$ cat config.mk
export PLATFORM = sky130hd
export DESIGN_NAME = uart_receiver
export DESIGN_NICKNAME = d
export VERILOG_FILES = /design/src/rtl/uart_pkg.sv /design/src/rtl/baud_unit.sv /design/src/rtl/uart_receiver.sv
export SDC_FILE = /design/constraint.sdc
export NUM_CORES = 1
export LEC_CHECK = 0
export BUFFER_PORTS_ARGS = -buffer_cell sky130_fd_sc_hd__buf_2
export CAP_MARGIN = 5
export CORE_UTILIZATION = 57
export DETAILED_ROUTE_END_ITERATION = 8
export PLACE_DENSITY = 0.76
export SYNTH_ARGS = -nofsm -noshare
export SYNTH_HDL_FRONTEND = slang
export SYNTH_SLANG_ARGS = --single-unit
$ cat constraint.sdc
create_clock -name clk -period 3 [get_ports clk]
set_clock_uncertainty 0.2 [all_clocks]
set_input_delay 0.15 -clock clk [delete_from_list [all_inputs] [get_ports clk]]
set_output_delay 0.15 -clock clk [all_outputs]
set_load 0.02 [all_outputs]
$ cat src/rtl/uart_pkg.sv
// uart_pkg: shared receiver state encoding, line-rate defaults and tick divider helper
package uart_pkg;

    typedef enum logic [1:0] {IDLE, START, DATA, STOP} state_t;

    localparam int CLK_HZ_DEF     = 100_000_000;
    localparam int BAUD_DEF       = 115_200;
    localparam int OVERSAMPLE_DEF = 16;

    function automatic int div_calc(input int clk_hz, input int baud_rate, input int oversample);
        return clk_hz / (baud_rate * oversample);
    endfunction

endpackage

$ cat src/rtl/baud_unit.sv
// baud_unit: free-running divider emitting a one-clock oversample tick every DIV clocks
module baud_unit import uart_pkg::*; #(
    parameter int DIV = div_calc(CLK_HZ_DEF, BAUD_DEF, OVERSAMPLE_DEF)
) (
    input  logic clk,
    input  logic reset,
    output logic baud
);
    localparam int CW = $clog2(DIV);

    logic [CW-1:0] cnt;

    assign baud = cnt == CW'(DIV - 1);

    always_ff @(posedge clk or posedge reset) begin
        if (reset)
            cnt <= '0;
        else
            cnt <= baud ? '0 : cnt + 1'b1;
    end

endmodule

$ cat src/rtl/uart_receiver.sv
// uart_receiver: 16x oversampled 8N1 deserializer with mid-bit sampling and hold-able output byte
module uart_receiver import uart_pkg::*; #(
    parameter int WIDTH      = 8,
    parameter int CLK_HZ     = CLK_HZ_DEF,
    parameter int BAUD_RATE  = BAUD_DEF,
    parameter int OVERSAMPLE = OVERSAMPLE_DEF,
    parameter int DIV        = div_calc(CLK_HZ, BAUD_RATE, OVERSAMPLE)
) (
    input  logic             clk,
    input  logic             reset,
    input  logic             data,
    input  logic             hold_value,
    output logic [WIDTH-1:0] rx,
    output logic             start,
    output logic             rx_valid,
    output logic             frame_err
);
    localparam int BW = $clog2(WIDTH);
    localparam logic [3:0] MID  = 4'(OVERSAMPLE / 2 - 1);
    localparam logic [3:0] LAST = 4'(OVERSAMPLE - 1);

    logic             baud;
    logic [1:0]       sync;
    logic             data_s;
    state_t           state, state_n;
    logic [3:0]       tcnt, tcnt_n;
    logic [BW-1:0]    bidx, bidx_n;
    logic [WIDTH-1:0] sh, sh_n;
    logic             load, ferr;

    baud_unit #(.DIV(DIV)) u_baud (
        .clk  (clk),
        .reset(reset),
        .baud (baud)
    );

    assign data_s = sync[1];
    assign start  = state != IDLE;

    always_comb begin
        state_n = state;
        tcnt_n  = tcnt;
        bidx_n  = bidx;
        sh_n    = sh;
        load    = 1'b0;
        ferr    = 1'b0;
        if (baud) begin
            case (state)
                IDLE: if (!data_s) begin
                    state_n = START;
                    tcnt_n  = '0;
                end
                START: if (tcnt == MID) begin
                    state_n = data_s ? IDLE : DATA;
                    tcnt_n  = '0;
                    bidx_n  = '0;
                end else
                    tcnt_n = tcnt + 4'd1;
                DATA: begin
                    tcnt_n = (tcnt == LAST) ? '0 : tcnt + 4'd1;
                    if (tcnt == LAST) begin
                        sh_n   = {data_s, sh[WIDTH-1:1]};
                        bidx_n = bidx + 1'b1;
                        state_n = (bidx == BW'(WIDTH - 1)) ? STOP : DATA;
                    end
                end
                STOP: begin
                    tcnt_n = (tcnt == LAST) ? '0 : tcnt + 4'd1;
                    if (tcnt == LAST) begin
                        state_n = IDLE;
                        load    = data_s && !hold_value;
                        ferr    = !data_s;
                    end
                end
                default: state_n = IDLE;
            endcase
        end
    end

    always_ff @(posedge clk or posedge reset) begin
        if (reset) begin
            sync      <= 2'b11;
            state     <= IDLE;
            tcnt      <= '0;
            bidx      <= '0;
            sh        <= '0;
            rx        <= '0;
            rx_valid  <= 1'b0;
            frame_err <= 1'b0;
        end else begin
            sync      <= {sync[0], data};
            state     <= state_n;
            tcnt      <= tcnt_n;
            bidx      <= bidx_n;
            sh        <= sh_n;
            rx        <= load ? sh : rx;
            rx_valid  <= load;
            frame_err <= ferr;
        end
    end

endmodule

==> results of run 1 <==
[power by group]
part	internal (W)	leakage (nW)	switching, W
registers	0.000474	0.468	0.00000115
logic	0.00000548	0.362	0.0000119
clock network	0.000180	0.0458	0.000170
total	0.000659	0.876	0.000183
[layout make-up]
| cell class | count | share of cell area, % |
|---|---|---|
| Clock buffer | 5 | 2.14 |
| Clock inverter | 3 | 2.71 |
| Inverter | 3 | 0.642 |
| Multi-Input combinational cell | 76 | 35.7 |
| Sequential cell | 35 | 50.1 |
| Tap cell | 30 | 2.14 |
| Timing Repair Buffer | 19 | 6.56 |
[flip-flops by register name, indices dropped and copies added (netlist names), named ones only]
register    flops
tcnt            4
sync            2
state           1
u_baud.cnt      6
bidx            3
rx_valid        1
rx              8
frame_err       1
sh              8
[stage by stage]
step	worst slack, ns	std cells
global placement	0.732	160
global route	0.578	171
detailed placement	0.692	160
finish	0.690	171
CTS	0.667	171
floorplan	0.876	120
[per-layer routing]
metal,track usage [%],part of all wire [%]
met1,25.0,46
met4,7.69,1.0
met2,33.1,49
met3,5.83,3.8
met5,0,0
[kinds of logic after synthesis]
| group | Yosys count | synth area share [%] |
|---|---|---|
| AOI/OAI and AO/OA | 14 | 6.66 |
| xor gates and xnor gates | 4 | 2.25 |
| adders and majority gates | 5 | 4.01 |
| buffers and inverters | 9 | 3.45 |
| DFF | 35 | 56.3 |
| muxes | 20 | 14.4 |
| and+or+nand+nor | 33 | 12.9 |
[cells in the final DEF, fill, tap and decap left out, drive strengths merged, types with 4 or more instances in the layout]
cell	netlist	routed
ha	5	5
a22o	4	4
inv	3	4
mux2	19	19
nand2	7	7
nand3	6	6
clkbuf	2	5
dfrtp	33	33
buf	4	16
nor2	8	8
[worst max-delay path by stage]
stage | slack, ns | start | cells past startpoint | endpoint
after floorplan | 0.88 | u_baud.cnt[1]$_DFF_PP0_ | 6 | rx[0]$_DFFE_PP0P_
after global placement | 0.73 | u_baud.cnt[1]$_DFF_PP0_ | 6 | rx[6]$_DFFE_PP0P_
after detailed placement | 0.69 | u_baud.cnt[1]$_DFF_PP0_ | 6 | rx[6]$_DFFE_PP0P_
after CTS | 0.67 | u_baud.cnt[1]$_DFF_PP0_ | 6 | rx[0]$_DFFE_PP0P_
after global routing | 0.58 | u_baud.cnt[1]$_DFF_PP0_ | 6 | rx[0]$_DFFE_PP0P_
final | 0.69 | u_baud.cnt[1]$_DFF_PP0_ | 6 | rx[0]$_DFFE_PP0P_
[critical path, delay by kind of cell, from the launching register on]
family | cells | cell delay, ns
simple gates | 3 | 0.94
mux | 1 | 0.40
flops | 1 | 0.43
fa+ha+maj | 1 | 0.15
buf+inv | 1 | 0.07
==> results.md, run 1 <==
* Hold Path Origin: sync[0]$_DFF_PP1_
* Clock transition at path regs at approximately 0.12 ns
* CTS tree: built
* Tightest Hold Check Type: reg2reg
* Slew @ Worst Pin at ~0.65 ns
* WP data required at 3.02 ns
* Syn Std Cell Area at ~1600 um2
* Yosys top cell area share at 53.0%
* # rows at 18
* Post-CTS sizing at 0
* RSZ-0062 raised after global routing: false
* Total track usage at between 20% and 30%
* Antenna-violating nets left at 0
* Die ar. at 2950 um2
* Syn Area/Cell at around 13 um2
* Max Clk Rate at between 0.4 and 0.5 GHz
* Crit Path Max Fanout at 8
* Sequential Area at around 880 um2
* Overall power at around 0.00084 W
* Core Area at 2520 um2
* Hpwl dp at roughly 1800 um
* IO Pins at 15
* Placed Instance Area at 1640 um2
* Clk buf depth at 2
* Maximum VDD drop at 411 uV
* Synth unique cells at 32
* # hold bufs at CTS at 3
* # fillers at about 180
* Cell area power density at between 400 and 500 nW/um2
* Synth warnings at 0
* Final wirelength at around 2500 um
* Post-synth EDFFs at 0
* Status: completed
* FFs w/ async S/R, synth at 100%
* Critical Path Sink Type: flip-flop
* Final hold violation count at 0
* Hold path cells at 0
* Count leader, synth: dfrtp_1
* Vias/cell at roughly 5.6
* FF+latch count, synth at 35
* Worst path slowest cell: nor4_4
* Number of remaining DRC errors at 0
* Total vias in the final route at 959
* Setup_tns at 0 ns
* Max-slew violations at 0
* Layout area overhead at 12.5%
* Synthesized instance count at between 100 and 150
* Layout cell share with drive strength beyond 1 at ~36%
* Lkg Pwr at between 0.8 and 0.9 nW
* Synth cell count leaders: dfrtp_1, mux2_2, nor2_1
* Worst slew margin at between 50% and 60%
* Root buf cell: clkbuf_4
* Die width at between 50 and 60 um
* Inserted Clock Buffers at 5
* Buffers on Ports at 14
* Post-layout nets at 149
* Fin crit share at 77.0%
* GR Overflow Total at 0
* Sequential area share after synthesis at 56.3%
* Diode count at 0
* Post-synth top flop: dfrtp_1
* Largest net degree at the start of global routing at 19
* Slowest stage delay, CP at 0.52 ns
* Final min period at approximately 2.3 ns
* Hold Path Sink: sync[1]$_DFF_PP1_
* Max-capacitance violation count at 0
* # setup viols final at 0
* R2r worst-path depth at 6
* Crit-path cells: inv_1 > ha_1 > and4b_4 > nand4_4 > nor4_4 > mux2_2
* CTS Sinks at 35
* WP data arrival at ~2.3 ns
* Skew-Pair Late Insertion Delay at roughly 0.34 ns
* Reg2reg end: rx[0]$_DFFE_PP0P_
* Drt wl/cell at roughly 14 um
* Fin area at between 1500 and 2000 um2
* RR Startpoint: u_baud.cnt[1]$_DFF_PP0_
* H-tree Lvls at 2
* Vias in the first global route at between 900 and 1000
* Reg2Reg Setup Slack at roughly 0.69 ns
* DR pass1 iterations at 4
* Hold WS at about 0.16 ns
* Setup Fix Bufs, Post-CTS at 0
* Initial core utilization at between 60 and 70%
* Die Ht at ~54 um
* Initial DRC count at 17
* Initial antenna violation count at 0
* Setup CP Type: reg2reg
* Crit start category: flip-flop
* First-pass GRT wire length at ~4100 um
* Leading area contributor after synthesis: dfrtp_1
* Area of the multi-input gates at 627 um2
* Post-synth net total at 129
* RePlAce Congestion at just over 0.7
* Core Util, Final at about 70%
* Synth top area cells: dfrtp_1, mux2_2, ha_1, dfstp_2, a22o_1
Note: power is estimated with default switching activity, not from simulation.
==> run 2: changes to the inputs <==
==> constraint.sdc (replaced) <==
create_clock -name clk -period 2.4 [get_ports clk]
set_clock_uncertainty 0.2 [all_clocks]
set_input_delay 0.12 -clock clk [delete_from_list [all_inputs] [get_ports clk]]
set_output_delay 0.12 -clock clk [all_outputs]
set_load 0.02 [all_outputs]
==> run 2 against run 1 <==
Count of clock-buffer cells in the layout did not move. Worst hold slack worse by 0.010 ns. Sequential power grew 25%. Via count fell by 0.42%. Routed wire length down 2.6%.
==> results.md, run 2 (synthesis gave the netlist of run 1 again) <==
* Worst slew margin at between 60% and 70%
* Worst path slowest cell: dfrtp_1
* Antenna-violating nets left at 0
* Max Clk Rate at ~0.47 GHz
* Initial core utilization at 61.8%
* Wire length on met1 at approximately 1200 um
* Largest registers: rx (8), sh (8), u_baud.cnt (6)
* First-pass GRT wire length at 3880 um
* Routed length on met2 at ~1100 um
* Diode count at 0
* Core Area at around 2500 um2
* Met3 Wirelength at around 95 um
* Sequential share of power at between 60% and 70%
* Internal at around 0.00071 W
* Buffers on Ports at 14
* WP data required at about 2.4 ns
* Root buf cell: clkbuf_4
* Die Ht at 54.3 um
* Layout area overhead at 11.2%
* Slowest stage delay, CP at between 0.4 and 0.5 ns
* Skew-Pair Late Insertion Delay at 0.35 ns
* Drt wl/cell at about 14 um
* Maximum VDD drop at 448 uV
* RePlAce Congestion at 0.746
* IO Pins at 15
* GR Overflow Total at 0
* Clk buf depth at 2
* Total vias in the final route at 955
* Final min period at 2.14 ns
* Most frequent cells in the layout: dfrtp_1, mux2_2, buf_2
* CTS tree: built
* Vias/cell at 5.55
* Comb power frac at roughly 2.3%
* Number of remaining DRC errors at 0
* Core Util, Final at 68.8%
* Vias in the first global route at between 800 and 900
* Slew @ Worst Pin at 0.556 ns
* Post-layout nets at 150
* Tightest Hold Check Type: in2async
* Setup CP Type: reg2reg
* # rows at 18
* Largest net degree at the start of global routing at 22
* Fin area at between 1500 and 2000 um2
* Max-capacitance violation count at 0
* Placed cell count at 161
* Crit Path Max Fanout at 8
* Layout cell share with drive strength beyond 1 at between 30% and 40%
* Max-slew violations at 0
* Critical Path Sink Type: flip-flop
* Crit-path cells: inv_1 > ha_1 > and4b_4 > nand4_4 > nor4_4 > buf_4 > mux2_2
* # setup viols final at 0
* Final wirelength at ~2400 um
* Switching component of the power at 0.000225 W
* RSZ-0062 raised after global routing: false
* Placed Instance Area at around 1600 um2
* Final Non-Filler Cells at between 150 and 200
* Switch share at 24.0%
* Clock transition at path regs at 0.12 ns
* Die ar. at just under 3000 um2
* Max Used Layer: met4
* Lkg Pwr at 0.862 nW
* CTS Sinks at 35
* Initial DRC count at 17
* Final hold violation count at 0
* Crit start category: flip-flop
* Status: completed
* Fin crit share at between 80% and 90%
* DR pass1 iterations at 4
* Clock power frac at 34.2%
* Die width at about 54 um
* Initial antenna violation count at 0
* CP delay by family, top: simple AND/OR/NAND/NOR gates
* Post-CTS sizing at 0
* Worst path bufs/invs at 2
* H-tree Lvls at 2
* Total track usage at between 10% and 20%
* Setup_tns at 0 ns
* Most common cell after layout, fill and taps aside: dfrtp_1
* Cell area power density at between 500 and 600 nW/um2
* Hpwl dp at approximately 1700 um
* WP data arrival at 2.18 ns
* Inserted Clock Buffers at 5
-- run 2: final cells by class --
cell class / count / area [um2]
clock buffer: 5 / 37.5
clock inverter: 3 / 20.0
fill: 193 / 788
inverter: 3 / 11.3
multi-input combinational: 76 / 627
sequential: 35 / 878
tap: 30 / 37.5
timing repair buffer: 20 / 123
-- run 2: final timing paths --
| check | startpoint | to | slack [ns] | cells past startpoint |
|---|---|---|---|---|
| worst max register to register | u_baud.cnt[1]$_DFF_PP0_ | rx[5]$_DFFE_PP0P_ | 0.26 | 7 |
| worst max-delay path | u_baud.cnt[1]$_DFF_PP0_ | rx[5]$_DFFE_PP0P_ | 0.26 | 7 |
| min in group clk | sync[0]$_DFF_PP1_ | sync[1]$_DFF_PP1_ | 0.15 | 0 |
| worst min-delay path | reset | rx[2]$_DFFE_PP0P_ | 0.15 | 3 |
| worst min register to register | sync[0]$_DFF_PP1_ | sync[1]$_DFF_PP1_ | 0.15 | 0 |
| max in group asynchronous | reset | sync[0]$_DFF_PP1_ | 1.10 | 4 |
-- run 2: power by group through the flow --
stage / Clock [W] / Combinational [W] / Sequential [W]
after floorplan: 0 / 0.0000109 / 0.000605
after global placement: 0 / 0.0000182 / 0.000605
after detailed placement: 0 / 0.0000191 / 0.000605
after CTS: 0.000329 / 0.0000228 / 0.000594
after global routing: 0.000345 / 0.0000258 / 0.000594
final: 0.000320 / 0.0000219 / 0.000594
-- run 2: routing by layer --
layer / GRT usage [%] / vias up
li1: - / 478
met4: 11.5 / 0
met3: 5.83 / 8
met1: 26.5 / 448
met2: 27.8 / 21
met5: 0 / -
-- run 2: metrics by stage --
stage               power, W  hold WS [ns]  worst slack (ns)
floorplan           0.000616       -0.0755             0.276
global placement    0.000623       -0.0234             0.295
detailed placement  0.000624    -0.0000894             0.246
CTS                 0.000946         0.156             0.238
global route        0.000966         0.166             0.110
finish              0.000936         0.148             0.256
-- run 2: repair_timing --
action / 4_1_cts / 5_1_grt
buffers inserted: 0 / 0
hold buffers: 3 / 0
setup endpoints to repair: 0 / 0
hold endpoints to repair: 16 / 0
-- run 2: worst reg2reg max path, cell delays in order, from the launching register on --
cell and delay (ns):
dfrtp_1 0.43, inv_1 0.07, ha_1 0.15, and4b_4 0.28, nand4_4 0.14, nor4_4 0.23
buf_4 0.20, mux2_2 0.34
